**config.mk**
```make
export PLATFORM = sky130hd
export DESIGN_NAME = pht_scheduler_flat
export DESIGN_NICKNAME = d
export VERILOG_FILES = /design/src/rtl/bpu_pkg.sv /design/src/rtl/pht_scheduler_if.sv /design/src/rtl/sat_cnt_next.sv /design/src/rtl/pht_scheduler.sv /design/src/flat_wrapper.sv
export SDC_FILE = /design/constraint.sdc
export NUM_CORES = 1
export LEC_CHECK = 0
export ABC_AREA = 1
export ABC_CLOCK_PERIOD_IN_PS = 2450
export CELL_PAD_IN_SITES_DETAIL_PLACEMENT = 1
export CELL_PAD_IN_SITES_GLOBAL_PLACEMENT = 1
export CORE_MARGIN = 2
export CORE_UTILIZATION = 45
export CTS_BUF_LIST = sky130_fd_sc_hd__clkbuf_16
export CTS_CLUSTER_DIAMETER = 100
export DETAILED_ROUTE_END_ITERATION = 12
export GPL_TIMING_DRIVEN = 0
export PLACE_DENSITY_LB_ADDON = 0.1
export RECOVER_POWER = 25
export SYNTH_ARGS = -nofsm -noshare
export SYNTH_HDL_FRONTEND = slang
export SYNTH_HIERARCHICAL = 1
export SYNTH_SLANG_ARGS = --single-unit
```
**constraint.sdc**
```tcl
create_clock -name clk -period 2.45 [get_ports clk]
set_clock_uncertainty 0.2 [all_clocks]
set_input_delay 0.3675 -clock clk [delete_from_list [all_inputs] [get_ports clk]]
set_output_delay 0.3675 -clock clk [all_outputs]
set_load 0.1 [all_outputs]
```
**src/rtl/bpu_pkg.sv**
```systemverilog
// Shared branch-predictor definitions: counter width, init value and scheduler FSM states.
package bpu_pkg;
    localparam int                 CNT_W       = 2;
    localparam logic [CNT_W-1:0]   CNT_WEAK_NT = 2'b01;

    typedef enum logic {
        INIT = 1'b0,
        RUN  = 1'b1
    } state_t;
endpackage

```
**src/rtl/pht_scheduler_if.sv**
```systemverilog
// Request/response and update channels of the pattern history table scheduler.
interface pht_scheduler_if #(
    parameter int IDX_W = 4
);
    logic             flush_i;
    logic             pred_valid_i;
    logic [IDX_W-1:0] pred_idx_i;
    logic             pred_ready_o;
    logic             resp_valid_o;
    logic             resp_taken_o;
    logic             upd_valid_i;
    logic [IDX_W-1:0] upd_idx_i;
    logic             upd_taken_i;
    logic             upd_ready_o;
    logic             init_busy_o;

    modport slave (
        input  flush_i, pred_valid_i, pred_idx_i, upd_valid_i, upd_idx_i, upd_taken_i,
        output pred_ready_o, resp_valid_o, resp_taken_o, upd_ready_o, init_busy_o
    );

    modport master (
        output flush_i, pred_valid_i, pred_idx_i, upd_valid_i, upd_idx_i, upd_taken_i,
        input  pred_ready_o, resp_valid_o, resp_taken_o, upd_ready_o, init_busy_o
    );
endinterface

```
**src/rtl/sat_cnt_next.sv**
```systemverilog
// Next value of a 2-bit saturating counter after one resolved branch.
module sat_cnt_next
    import bpu_pkg::*;
(
    input  logic [CNT_W-1:0] cur,
    input  logic             taken,
    output logic [CNT_W-1:0] nxt
);
    always_comb begin
        nxt = cur;
        if (taken) begin
            if (cur != 2'b11) nxt = cur + 2'b01;
        end else begin
            if (cur != 2'b00) nxt = cur - 2'b01;
        end
    end
endmodule

```
**src/rtl/pht_scheduler.sv**
```systemverilog
// Pattern history table with one access per cycle, shared between predictions and
// a 2-deep update FIFO, plus an initialisation sweep after reset or flush.
module pht_scheduler
    import bpu_pkg::*;
#(
    parameter int DEPTH = 16,
    parameter int IDX_W = 4
) (
    input  logic            clk,
    input  logic            rstn,
    pht_scheduler_if.slave  bus
);
    state_t           r_state;
    logic [IDX_W-1:0] r_init_ptr;
    logic [CNT_W-1:0] r_table [DEPTH];
    logic [IDX_W-1:0] r_fifo_idx [2];
    logic             r_fifo_tk [2];
    logic             r_wr_ptr;
    logic             r_rd_ptr;
    logic [1:0]       r_count;
    logic             r_resp_valid;
    logic             r_resp_taken;

    logic             w_run;
    logic             w_full;
    logic             w_pred_fire;
    logic             w_upd_fire;
    logic             w_drain;
    logic [IDX_W-1:0] w_head_idx;
    logic [CNT_W-1:0] w_nxt_cnt;

    assign w_run      = (r_state == RUN);
    assign w_full     = (r_count == 2'd2);
    assign w_head_idx = r_fifo_idx[r_rd_ptr];

    // A full FIFO always wins the table port; otherwise predictions take priority.
    assign w_pred_fire = w_run && !w_full && bus.pred_valid_i && !bus.flush_i;
    assign w_upd_fire  = w_run && !w_full && bus.upd_valid_i  && !bus.flush_i;
    assign w_drain     = w_run && !bus.flush_i &&
                         (w_full || (!bus.pred_valid_i && (r_count != 2'd0)));

    assign bus.pred_ready_o = w_run && !w_full;
    assign bus.upd_ready_o  = w_run && !w_full;
    assign bus.init_busy_o  = (r_state == INIT);
    assign bus.resp_valid_o = r_resp_valid;
    assign bus.resp_taken_o = r_resp_taken;

    sat_cnt_next u_sat (
        .cur   (r_table[w_head_idx]),
        .taken (r_fifo_tk[r_rd_ptr]),
        .nxt   (w_nxt_cnt)
    );

    // Table and FIFO payload carry no reset; the sweep defines the table contents.
    always_ff @(posedge clk) begin
        if (r_state == INIT) begin
            r_table[r_init_ptr] <= CNT_WEAK_NT;
        end else if (w_drain) begin
            r_table[w_head_idx] <= w_nxt_cnt;
        end
        if (w_upd_fire) begin
            r_fifo_idx[r_wr_ptr] <= bus.upd_idx_i;
            r_fifo_tk[r_wr_ptr]  <= bus.upd_taken_i;
        end
    end

    always_ff @(posedge clk or negedge rstn) begin
        if (!rstn) begin
            r_state      <= INIT;
            r_init_ptr   <= '0;
            r_wr_ptr     <= 1'b0;
            r_rd_ptr     <= 1'b0;
            r_count      <= 2'd0;
            r_resp_valid <= 1'b0;
            r_resp_taken <= 1'b0;
        end else if (bus.flush_i) begin
            r_state      <= INIT;
            r_init_ptr   <= '0;
            r_wr_ptr     <= 1'b0;
            r_rd_ptr     <= 1'b0;
            r_count      <= 2'd0;
            r_resp_valid <= 1'b0;
            r_resp_taken <= 1'b0;
        end else begin
            r_resp_valid <= w_pred_fire;
            r_resp_taken <= w_pred_fire ? r_table[bus.pred_idx_i][1] : 1'b0;
            case (r_state)
                INIT: begin
                    r_init_ptr <= r_init_ptr + IDX_W'(1);
                    if (r_init_ptr == IDX_W'(DEPTH - 1)) r_state <= RUN;
                end
                RUN: begin
                    if (w_upd_fire) r_wr_ptr <= ~r_wr_ptr;
                    if (w_drain)    r_rd_ptr <= ~r_rd_ptr;
                    case ({w_upd_fire, w_drain})
                        2'b10:   r_count <= r_count + 2'd1;
                        2'b01:   r_count <= r_count - 2'd1;
                        default: r_count <= r_count;
                    endcase
                end
                default: r_state <= INIT;
            endcase
        end
    end
endmodule

```
**src/flat_wrapper.sv**
```systemverilog
// flat-port wrapper written by rule: the top's interface ports become plain ports
module pht_scheduler_flat import bpu_pkg::*;
#(
    parameter int DEPTH = 16,
    parameter int IDX_W = 4
)
  (clk, rstn, bus_flush_i, bus_pred_valid_i, bus_pred_idx_i, bus_upd_valid_i, bus_upd_idx_i, bus_upd_taken_i, bus_pred_ready_o, bus_resp_valid_o, bus_resp_taken_o, bus_upd_ready_o, bus_init_busy_o);
  pht_scheduler_if #(.IDX_W(IDX_W)) bus_i ();
  input  logic clk;
  input  logic rstn;
  input wire logic [$bits(bus_i.flush_i)-1:0] bus_flush_i;
  input wire logic [$bits(bus_i.pred_valid_i)-1:0] bus_pred_valid_i;
  input wire logic [$bits(bus_i.pred_idx_i)-1:0] bus_pred_idx_i;
  input wire logic [$bits(bus_i.upd_valid_i)-1:0] bus_upd_valid_i;
  input wire logic [$bits(bus_i.upd_idx_i)-1:0] bus_upd_idx_i;
  input wire logic [$bits(bus_i.upd_taken_i)-1:0] bus_upd_taken_i;
  output wire logic [$bits(bus_i.pred_ready_o)-1:0] bus_pred_ready_o;
  output wire logic [$bits(bus_i.resp_valid_o)-1:0] bus_resp_valid_o;
  output wire logic [$bits(bus_i.resp_taken_o)-1:0] bus_resp_taken_o;
  output wire logic [$bits(bus_i.upd_ready_o)-1:0] bus_upd_ready_o;
  output wire logic [$bits(bus_i.init_busy_o)-1:0] bus_init_busy_o;
  assign bus_i.flush_i = bus_flush_i;
  assign bus_i.pred_valid_i = bus_pred_valid_i;
  assign bus_i.pred_idx_i = bus_pred_idx_i;
  assign bus_i.upd_valid_i = bus_upd_valid_i;
  assign bus_i.upd_idx_i = bus_upd_idx_i;
  assign bus_i.upd_taken_i = bus_upd_taken_i;
  assign bus_pred_ready_o = bus_i.pred_ready_o;
  assign bus_resp_valid_o = bus_i.resp_valid_o;
  assign bus_resp_taken_o = bus_i.resp_taken_o;
  assign bus_upd_ready_o = bus_i.upd_ready_o;
  assign bus_init_busy_o = bus_i.init_busy_o;
  pht_scheduler #(.DEPTH(DEPTH), .IDX_W(IDX_W)) u_core (.clk(clk), .rstn(rstn), .bus(bus_i));
endmodule
```
==> run metrics <==
status finished, final reports clean; Post-Syn Area 2810 µm²; die area 6880 µm²; Die W 83.0 µm; sequential area share after synthesis 0.548; post-synthesis net count 336; Leakage 1.53 nW; required time worst endpoint 2.27 ns; drt initial violations 117; Die Height 83.0 µm; initial antenna violation count 0; final critical-path share of the clock period 0.965; WHS 0.314 ns; CTS Buf Count 5; DRC 0; Synth Register Bits 53; relative slew slack 0.355; Total GRT Usage 0.216; crit-path cells buf_2 > o21ai_4 > nand3_1 > nand3_1 > nand3_1 > nand2_1 > inv_1 > o21ai_2 > nand2_2 > or2_4; Antenna Cells 0; # IOs 19; Non-Filler Instances 430; Post-synth EDFFs 42; cell repeated most along the worst path nand3_1; gr ovfl total 0; P&R area growth vs syn 22.4%; CTS tree built; gpl congestion 0.814; CP Capture Type flop; Slew Viols, Final 0; Rows 28; port buffer count 18; CP Data Arrival Time 2.19 ns; Critical Path Max Stage Delay 0.44 ns; TritonRoute pass-1 iters 4; Initial Util 0.471; Synth area leader edfxtp_1; Clk Latency, worst-skew pair 0.29 ns; pin count of the biggest net entering global routing 17; CP max FO 9; Tot Pwr 1.86 mW; critical path's slowest cell dfrtp_2; nets 369; vias 2264; core box area 5960 µm²; HPWL Detailed 5200 µm; H-tree Lvls 2; via density per instance 5.27; Place WS -0.671 ns; clock sink count 53; Area after DPL 3130 µm²; f_max 0.423 GHz; root buffer cell clkbuf_16; Cell Pwr Density 543 nW/µm²; clock buffer depth 2; final worst slack 0.0848 ns; Post-synth top flop edfxtp_1; Max-Cap Viols 0; Layout fillers 686; VDD IR max 0.391 mV; Top delay family on crit path simple AND/OR/NAND/NOR gates; Post-Place Cells 414; total wire length 7460 µm; fin crit period 2.37 ns; FFs w/ async S/R, synth 0.208; vias in the first global route 2240; drt wl/cell 17.3 µm; Commonest cells post-synth 80 x nand2_1, 57 x nand3_1, 53 x inv_1; Post-Syn Area per Cell 8.74 µm²; Post-Synthesis Cells 321; WS Path Type reg -> reg; first-pass GRT wire length 11600 µm; most frequent cell after synthesis nand2_1; largest cells by area after synthesis edfxtp_1 45%, nand2_1 11%, nand3_1 10%, dfrtp_1 9.8%, inv_1 7.1%; cell area after layout 3430 µm²; Netlist cell types 25; post-route ant nets 0; top cell type's share of synthesized area 0.450; Ys Warns 6; Final setup viols 0; Slew @ Worst Pin 0.964 ns; CP Launch Type flop; share of cells above drive strength 1 0.177; hold crit path type in -> async; Final Hold Fails 0; Crit path buffers/inverters 2; clk slew on worst S/H paths 0.07 ns
## flip-flops by register name (all words and copies together) (netlist names)
signal / cells
u_core/r_fifo_idx: 8
u_core/r_wr_ptr: 1
u_core/r_table: 32
u_core/r_init_ptr: 4
u_core/r_count: 2
u_core/r_state: 1
u_core/r_fifo_tk: 2
u_core/bus.resp_valid_o: 1
u_core/r_rd_ptr: 1
u_core/bus.resp_taken_o: 1
## logic make-up after synthesis
group	Yosys count	synth area share
DFF	53	0.548
buffers and inverters	66	0.0981
adders and majority gates	1	0.00446
AOI/OAI and AO/OA	21	0.0580
and+or+nand+nor	180	0.292
## through the flow
stage / util / setup TNS, ns
after floorplan: - / -0.401
after global routing: 0.576 / -0.0283
after global placement: 0.526 / -13.24
after CTS: 0.563 / 0
final: 0.576 / 0
after detailed placement: 0.526 / -16.65
## per-layer routing
metal | vias up | global-route usage | wire (µm) | part of all wire
met1 | 1100 | 0.296 | 3380 | 0.45
met3 | 9 | 0.0398 | 356 | 0.048
met2 | 48 | 0.353 | 3610 | 0.48
met4 | 0 | 0.0611 | 112 | 0.015
li1 | 1107 | - | - | -
met5 | - | 0 | 0 | 0
## cell usage in the layout, fill, tap and decap left out, drive strengths merged
cell,n
clkbuf,6
buf,13
edfxtp,42
o21ai,12
clkinvlp,1
inv,58
dlygate4sd2,1
bufinv,1
clkdlybuf4s15,2
or2,2
clkinv,2
nor2,26
nand3,60
clkdlybuf4s50,9
nand2,89
dlygate4sd3,6
nand3b,3
o211ai,4
dfrtp,11
a21oi,4
o21bai,1
ha,1
nor3,1
## final cells by class
cell class / instances / area [µm²] / area share
clock inverter: 3 / 37.5 / 0.0109
multi-input combinational: 203 / 1080 / 0.316
buffer: 7 / 81.3 / 0.0237
tap: 75 / 93.8 / 0.0273
sequential: 53 / 1540 / 0.448
inverter: 59 / 229 / 0.0667
clock buffer: 5 / 125 / 0.0364
timing repair buffer: 25 / 244 / 0.0711
## power breakdown
part / switching, mW / internal, mW
Clock: 0.294 / 0.475
Sequential: 0.00802 / 0.977
Combinational: 0.0678 / 0.0425
## path summary, 6_finish.rpt
| check | startpoint | end | slack (ns) | depth (start not counted) |
|---|---|---|---|---|
| max in group asynchronous | rstn | u_core/r_rd_ptr | 1.33 | 1 |
| worst min-delay path | rstn | u_core/r_wr_ptr | 0.31 | 1 |
| worst max-delay path | u_core/r_rd_ptr | u_core/r_table[13][0] | 0.08 | 10 |
| worst min register to register | u_core/r_count[1] | u_core/r_count[1] | 0.33 | 2 |
| worst max register to register | u_core/r_rd_ptr | u_core/r_table[13][0] | 0.08 | 10 |
| min in group clk | u_core/r_count[1] | u_core/r_count[1] | 0.33 | 2 |
## timing repair
action | CTS | global route
hold endpoints to repair | 0 | 0
resized for setup | 15 | 13
setup buffers | 2 | 4
cloned | 0 | 2
pin swaps | 2 | 5
endpoints found under the setup margin | 35 | 32
hold buffers | 0 | 0
No activity file was read; power rests on OpenSTA's default activity.
